[src/rtl/axis_red_pitaya_adc_nch.sv]
// ---------------------------------------------------------------------------
// axis_red_pitaya_adc_nch
//
// Multi-channel ADC front end with block-average decimation and an
// AXI-Stream style output register.
//
// Each cycle every channel is registered (optionally converted from the
// Red Pitaya offset format), accumulated over a block of 2^D samples, and at
// block end the floor-average (sum >>> D) is presented on m_axis_tdata.
//
// Handshake: a word moves when m_axis_tvalid && m_axis_tready on a rising
// aclk edge. tvalid stays high with stable tdata until accepted, except when
// a new result arrives first: it then overwrites tdata and sets the sticky
// ovf_o flag (cleared by ovf_clr_i, a simultaneous set wins).
//
// Ports
//   aclk, areset        : clock, asynchronous active-high reset
//   adc_dat_i           : NCH packed raw samples, channel k at [k*ADC_WIDTH +: ADC_WIDTH]
//   cfg_invert          : 1 = keep MSB / invert the rest, 0 = raw two's complement
//   cfg_log2_dec        : requested log2 decimation, clamped to LOG2_DEC_MAX
//   ovf_clr_i           : clears ovf_o
//   m_axis_tdata/tvalid/tready : output stream, lane k at [k*OUT_WIDTH +: OUT_WIDTH]
//   ovf_o               : sticky overwrite flag
// ---------------------------------------------------------------------------
module axis_red_pitaya_adc_nch #(
    parameter int NCH          = 4,
    parameter int ADC_WIDTH    = 14,
    parameter int OUT_WIDTH    = 16,
    parameter int LOG2_DEC_MAX = 8
) (
    input  logic                     aclk,
    input  logic                     areset,
    input  logic [NCH*ADC_WIDTH-1:0] adc_dat_i,
    input  logic                     cfg_invert,
    input  logic [3:0]               cfg_log2_dec,
    input  logic                     ovf_clr_i,
    output logic [NCH*OUT_WIDTH-1:0] m_axis_tdata,
    output logic                     m_axis_tvalid,
    input  logic                     m_axis_tready,
    output logic                     ovf_o
);

    // Accumulator holds 2^LOG2_DEC_MAX samples without wrapping.
    localparam int         AW   = ADC_WIDTH + LOG2_DEC_MAX;
    localparam int         CW   = 16;
    localparam logic [3:0] DMAX = 4'(LOG2_DEC_MAX);

    logic [NCH*ADC_WIDTH-1:0] s1_q, s1_d;
    logic                     s1_vld_q, s1_vld_d;
    logic [NCH*AW-1:0]        acc_q, acc_d;
    logic [CW-1:0]            cnt_q, cnt_d;
    logic [3:0]               dec_q, dec_d;
    logic [NCH*OUT_WIDTH-1:0] tdata_q, tdata_d;
    logic                     tvalid_q, tvalid_d;
    logic                     ovf_q, ovf_d;

    logic [3:0]               dec_eff;
    logic [CW-1:0]            cnt_last;
    logic                     blk_last;
    logic                     load;
    logic                     ovf_set;

    logic signed [AW-1:0]        sum [NCH];
    logic signed [AW-1:0]        shr [NCH];
    logic signed [OUT_WIDTH-1:0] res [NCH];

    // Per-channel sum including the sample currently in stage 1, and its
    // floor-average. The average always lies inside the ADC range, so
    // resizing the shifted value to OUT_WIDTH (truncate or sign-extend) is exact.
    always_comb begin
        for (int k = 0; k < NCH; k++) begin
            sum[k] = signed'(acc_q[k*AW +: AW])
                   + AW'(signed'(s1_q[k*ADC_WIDTH +: ADC_WIDTH]));
            shr[k] = sum[k] >>> dec_q;
            res[k] = OUT_WIDTH'(shr[k]);
        end
    end

    always_comb begin
        dec_eff  = (cfg_log2_dec > DMAX) ? DMAX : cfg_log2_dec;
        cnt_last = CW'((32'd1 << dec_q) - 32'd1);
        blk_last = (cnt_q == cnt_last);
        // s1_vld_q is low only on the first edge after reset: stage 1 holds
        // no real sample yet, and that edge opens the first block.
        load     = s1_vld_q && blk_last;
        ovf_set  = load && tvalid_q && !m_axis_tready;

        s1_d     = '0;
        s1_vld_d = 1'b1;
        acc_d    = acc_q;
        cnt_d    = cnt_q;
        dec_d    = dec_q;
        tdata_d  = tdata_q;

        for (int k = 0; k < NCH; k++) begin
            if (cfg_invert) begin
                s1_d[k*ADC_WIDTH +: ADC_WIDTH] = {adc_dat_i[k*ADC_WIDTH + ADC_WIDTH - 1],
                                                  ~adc_dat_i[k*ADC_WIDTH +: ADC_WIDTH - 1]};
            end else begin
                s1_d[k*ADC_WIDTH +: ADC_WIDTH] = adc_dat_i[k*ADC_WIDTH +: ADC_WIDTH];
            end
        end

        if (!s1_vld_q) begin
            dec_d = dec_eff;
        end else if (blk_last) begin
            // Block closes; the next sample starts a fresh block with the
            // decimation sampled right now, so blocks are gapless.
            cnt_d = '0;
            dec_d = dec_eff;
            acc_d = '0;
            for (int k = 0; k < NCH; k++) begin
                tdata_d[k*OUT_WIDTH +: OUT_WIDTH] = res[k];
            end
        end else begin
            cnt_d = cnt_q + 1'b1;
            for (int k = 0; k < NCH; k++) begin
                acc_d[k*AW +: AW] = sum[k];
            end
        end

        tvalid_d = load || (tvalid_q && !m_axis_tready);
        ovf_d    = ovf_set || (ovf_q && !ovf_clr_i);
    end

    always_ff @(posedge aclk or posedge areset) begin
        if (areset) begin
            s1_q     <= '0;
            s1_vld_q <= 1'b0;
            acc_q    <= '0;
            cnt_q    <= '0;
            dec_q    <= '0;
            tdata_q  <= '0;
            tvalid_q <= 1'b0;
            ovf_q    <= 1'b0;
        end else begin
            s1_q     <= s1_d;
            s1_vld_q <= s1_vld_d;
            acc_q    <= acc_d;
            cnt_q    <= cnt_d;
            dec_q    <= dec_d;
            tdata_q  <= tdata_d;
            tvalid_q <= tvalid_d;
            ovf_q    <= ovf_d;
        end
    end

    assign m_axis_tdata  = tdata_q;
    assign m_axis_tvalid = tvalid_q;
    assign ovf_o         = ovf_q;

endmodule
[config.mk]
export PLATFORM = sky130hd
export DESIGN_NAME = axis_red_pitaya_adc_nch
export DESIGN_NICKNAME = d
export VERILOG_FILES = /design/src/rtl/axis_red_pitaya_adc_nch.sv
export SDC_FILE = /design/constraint.sdc
export NUM_CORES = 1
export LEC_CHECK = 0
export BUFFER_PORTS_ARGS = -buffer_cell sky130_fd_sc_hd__buf_2
export CAP_MARGIN = 20
export CORE_MARGIN = 5
export CORE_UTILIZATION = 38
export CTS_BUF_LIST = sky130_fd_sc_hd__clkbuf_8 sky130_fd_sc_hd__clkbuf_16
export CTS_CLUSTER_DIAMETER = 100
export CTS_CLUSTER_SIZE = 25
export DETAILED_ROUTE_END_ITERATION = 16
export HOLD_SLACK_MARGIN = 0.03
export PLACE_DENSITY = 0.59
export SYNTH_ARGS = -nofsm -noshare
export SYNTH_HDL_FRONTEND = slang
export SYNTH_SLANG_ARGS = --single-unit
[constraint.sdc]
create_clock -name aclk -period 8.8 [get_ports aclk]
set_clock_uncertainty 0.05 [all_clocks]
set_input_delay 1.32 -clock aclk [delete_from_list [all_inputs] [get_ports aclk]]
set_output_delay 1.32 -clock aclk [all_outputs]
set_load 0.05 [all_outputs]
# == Word-level counts from Yosys, hierarchy flattened ==
# Cells that the tools add are included.
# word_totals
ramBits,0
mem_bits_ro,0
output_inout_bits,66
latchBits,0
register_bits,231
mem_count,0
in_bits,65
wordCells,45
# op_classes
shifts,5
magnitude_cmp,1
n_mux,9
n_bitwise,4
multipliers,0
reduce_logical,10
add_sub_neg,6
n_eq_ne,2
n_div,0
# op_table
operator,count
$add 22x14->22,4
$mux 88,1
$sshr 22x4->16,4
$mux 13,4
$not 13->13,4
$add 16x1->16 const B,1
$eq 16x16->1,1
$mux 16,1
$shl 1x4->16 const A,1
$sub 16x1->16 const B,1
$mux 4,3
$logic_and 1x1->1,5
$gt 4x4->1 const B,1
$logic_not 1->1,2
$logic_or 1x1->1,2
$ne 2x1->1 const B,1
$reduce_and 2->1,1

# == Logic depth before layout (Yosys ltp) ==
# logic_depth
ltp_word,7
depth_mapped,20
depth_no_buf,14

# == Worst setup path before layout ==
# No wires, ideal clock.
# synth_timing
path_type,register -> register
from,register dec_q[1]
to,register tdata_q[24] (netlist: m_axis_tdata[24])
required_time_ps,8623
n_path_buf,8
stages_incl_launch_ff,19
slack_ps,5070
setup_ps,127
arrival_ps,3553
period_less_slack_ps,3730
path_cell_list,dfrtp_1 buf_2 buf_2 buf_2 buf_2 nor2_1 nand2_1 ha_1 buf_2 buf_2 o21a_1 or3_1 a22oi_1 nand4_2 or2_1 buf_2 buf_6 a22oi_1 o21ai_1
# synth_between
elab_chain_len,4
word_cells_on_any_way,5
cone_classes,add/sub: 1; eq/ne: 1; shift: 2; reduce/logical: 1
# synth_lines
element,line_no,text
from (decl),52,"logic [3:0] dec_q, dec_d;"
from (signal assigned),132,dec_q <= '0;
from (signal assigned),141,dec_q <= dec_d;
$shl 1x4->16,81,cnt_last = CW'((32'd1 << dec_q) - 32'd1);
$sub 16x1->16,81,
$eq 16x16->1,82,blk_last = (cnt_q == cnt_last);
$reduce_and 2->1 (no line),--,
to (signal assigned),142,tdata_q <= tdata_d;
to (decl),53,"logic [NCH*OUT_WIDTH-1:0] tdata_q, tdata_d;"
# Parallel ways exist; a longest one is shown, timed or not.
# A chain may end at the register's enable or synchronous reset.

# == Worst setup path after layout ==
# layout_timing
from,register dec_q[2]
to,register tdata_q[24] (netlist: m_axis_tdata[24])
# The elaborated chain is that of the path after synthesis.

==> run summary <==
Compared with the post-synthesis result, the final layout area differs by 8.23%. A synthesized cell averages 8.64 um2. The floorplan die height works out to 228 um. The number of setup buffers added after CTS is 0. The via count of the first global-routing pass is 16329.

The clock passes through at most 3 buffers. The smallest clock period supported by the final layout is computed as 5.94 ns. The average routed wire per standard cell was 22.1 um; the number of detailed-routing iterations run before antenna repair was 5. Number of top-level design ports: 131. Synthesis produced a netlist with a net count of 2245. Timing would allow up to 168 MHz. The worst hold path was traced through 2 stages.

The signal on the critical path passes through buf_4, nor2_1, nand2_1, ha_1, or3_1, a211oi_1, o21ai_0, a22oi_1, and4_2, and2_2, nand2_1, a211oi_1, a22oi_1, o21ai_1. The sum of overflow across all layers after global routing is 0. The proportion of register bits with asynchronous set or reset after synthesis is 100%. Counting cells, the worst reg-to-reg path comes to 14.

The required time of the worst setup path is 9.20 ns, and the number of buffer and inverter instances along the worst setup path is 1. In this run the remaining antenna-violating nets after routing total 0. By count the netlist is led by 231 x sky130_fd_sc_hd__dfrtp_1, 216 x sky130_fd_sc_hd__nand2_1, 164 x sky130_fd_sc_hd__nor2_1.

The endpoint identified for the worst register-to-register timing path is m_axis_tdata[24]. The CTS H-tree depth was 1; the detailed placer's ending HPWL was 43600 um. Cts-stage hold buffer count: 0. The later pin in the worst-skew pair is clocked with a latency of 0.52 ns. By area the synthesized netlist is led by sky130_fd_sc_hd__dfrtp_1 32%, sky130_fd_sc_hd__ha_1 6.0%, sky130_fd_sc_hd__nand2_1 4.5%. The logs give 0 for the count of pins over their slew limit and 1344 for the first-iteration detailed-routing DRC count. Class of the most critical hold timing path: register to register. After routing, the total negative slack on setup checks comes to 0 ns. The cell sitting at the root of the clock tree is a sky130_fd_sc_hd__clkbuf_16.

Most used flip-flop cell after synthesis: sky130_fd_sc_hd__dfrtp_1. The region available for standard cell placement spans 0.0473 mm2. The run gives 8.61 nW as the leakage dissipation. The logs give 0 for the number of antenna violations at the first check in global routing and 38.2% for the initial core utilization. Across all hold checks on the routed design, the worst slack comes to 0.434 ns. The wire length of the first global-routing pass is 95500 um, and the total via count in the routed design is 16510.

The repair_antennas step left the layout with diodes totalling 0. Post-CTS repair changed the size of 0 cells. Headroom to the max-slew limit came out at 27.3%. The clock drives 231 sinks.

In this run the horizontal extent of the chip is 228 um. TritonCTS built the clock tree. The worst setup path is captured at a register. Family with the most delay on the worst path: simple AND/OR/NAND/NOR gates. Post-route core utilization: 41.3%. Of all cell types, the one taking the most synthesized area is sky130_fd_sc_hd__dfrtp_1.

The mapped netlist covers 0.0181 mm2. Synthesis produced 2090 cells. Most repeated cell in the gate-level netlist after synthesis: sky130_fd_sc_hd__dfrtp_1. For this run, the number of standard cells in the final layout without fillers is 2743. Setup repair after global routing left no endpoint under its margin. The internal reg-to-reg setup slack was 2.86 ns. The tools report the routed wire length as 60600 um.

Across the run, the number of max-cap violations was 0. Dividing total power by cell area gives a power density of 370 mW/mm2. Worst min-delay path startpoint: m_axis_tdata[48]. Sequential cells were found to cover 32.0% of the synthesized design area.

Yosys printed 0 warnings. The startpoint identified for the worst register-to-register timing path is dec_q[2]. The weighted congestion reported at the end of routability-driven placement was 0.924; the number of core rows was 80. The pre-CTS worst setup slack was 2.97 ns.

The data arrival at the endpoint of the critical path came out at 6.34 ns. Summing all placed instances gives a cell area of 0.0191 mm2. The top cell type by area accounts for 32.0% of the synthesized area. The synthesized netlist contains 104 unique library cells. The synthesized design contains 0 enable-type register cells. Using the TritonRoute via totals, the vias-per-cell ratio works out to 6.02. Cells with a size suffix above 1 make up 12.8% of the layout. For the pin with the worst max-slew slack, the measured transition is 1.09 ns.

The die covers 0.0520 mm2. Input and output buffers added on the ports amount to 130. The run gives 2277 as the layout net count. The path with the worst hold slack has its endpoint at m_axis_tdata[48]. The final hold violation count is 0, and the final instance area is 0.0196 mm2. The flop and latch count out of synthesis was 231. The largest fanout of any net on the critical path works out to 42. The detailed-route DRC error count is 0. The design draws 7.24 mW. For the number of placed cells counting well taps, the log shows 2720.

The flow ran to the end, and the final reports show no timing, DRC or antenna violations. The total CTS buffers was 15. On the critical path, the stage with the largest delay is an instance of sky130_fd_sc_hd__and2_2. The part of the cycle the worst path needs was 67.5%; the number of failing setup endpoints in the final timing report was 0.

The worst path meets setup with 2.86 ns of slack. The worst ir drop on vdd was 0.000155 V; the maximum number of pins on one net before global-route repair was 105. Classification of the worst setup path: register to register.

For the global-route usage over all layers, the log shows 22.4%. The stage delay of the slowest cell on the critical path came out at 0.97 ns. STA classifies the critical path startpoint as a register. After clock tree synthesis, the clock-pin slew on the worst setup and hold paths is 0.10 ns.
==> how the worst max path moves through the flow <==
stage,depth (start not counted),slack [ns],endpoint,from
6_report,14,2.86,m_axis_tdata[24],dec_q[2]
5_1_grt,13,2.50,m_axis_tdata[24],dec_q[1]
4_1_cts,14,2.98,m_axis_tdata[24],dec_q[2]
3_5_place_dp,14,2.97,m_axis_tdata[24],dec_q[2]
3_3_place_gp,13,3.19,m_axis_tdata[24],dec_q[1]
2_1_floorplan,1,1.10,acc_q[0],areset
==> cells in the final DEF (no fill, tap or decap), types with 33 or more instances in the layout <==
master,instances
sky130_fd_sc_hd__o21ai_0,125
sky130_fd_sc_hd__buf_2,130
sky130_fd_sc_hd__inv_1,50
sky130_fd_sc_hd__a211oi_1,45
sky130_fd_sc_hd__xor2_1,88
sky130_fd_sc_hd__nor3_1,42
sky130_fd_sc_hd__o2bb2ai_1,58
sky130_fd_sc_hd__dfrtp_1,226
sky130_fd_sc_hd__a21oi_1,145
sky130_fd_sc_hd__mux2_2,33
sky130_fd_sc_hd__nand3_1,61
sky130_fd_sc_hd__nor2_1,163
sky130_fd_sc_hd__ha_1,86
sky130_fd_sc_hd__nand2_1,216
sky130_fd_sc_hd__xnor2_1,52
sky130_fd_sc_hd__mux2i_1,69
==> area by class of cell <==
cell class / count / area, um2
clock buffers: 15 / 375
fillers: 4802 / 27800
inverters: 55 / 214
multi-input cells: 1665 / 11500
flip-flops and latches: 231 / 5790
repair buffers: 154 / 831
well taps: 615 / 769
clock inverters: 8 / 72.6
==> tightest hold or removal path: cells and delay by family (launching register included) <==
family	cells	cell delay (ns)
DFF	1	0.35
AOI/OAI and AO/OA	1	0.06
and+or+nand+nor	1	0.05
==> metal layers <==
metal | track usage (%) | vias up | part of all wire, %
li1 | - | 7759 | -
met1 | 31.7 | 8053 | 46
met2 | 35.1 | 600 | 44
met3 | 4.17 | 98 | 7.2
met4 | 6.88 | 0 | 3.2
met5 | 0 | - | 0
==> kinds of logic after synthesis <==
group	count (synthesis)	synth area share (%)
other cells	1	0.0208
xor+xnor	142	6.97
mux	117	7.71
buf+inv	194	4.36
flops	231	32.0
compound gates	680	26.0
simple gates	635	16.5
fa+ha+maj	90	6.40
==> power by group <==
group | internal, mW | total, mW | leakage (nW) | switching, mW
Combinational | 1.88 | 4.97 | 5.49 | 3.09
Sequential | 1.33 | 1.53 | 2.90 | 0.202
Clock | 0.325 | 0.744 | 0.222 | 0.418
==> registers in the layout, indices dropped and copies added, names as in the netlist <==
name	count
acc_q	88
cnt_q	16
dec_q	4
m_axis_tdata	64
m_axis_tvalid	1
ovf_o	1
s1_q	56
s1_vld_q	1
No activity file was read; power rests on OpenSTA's default activity.
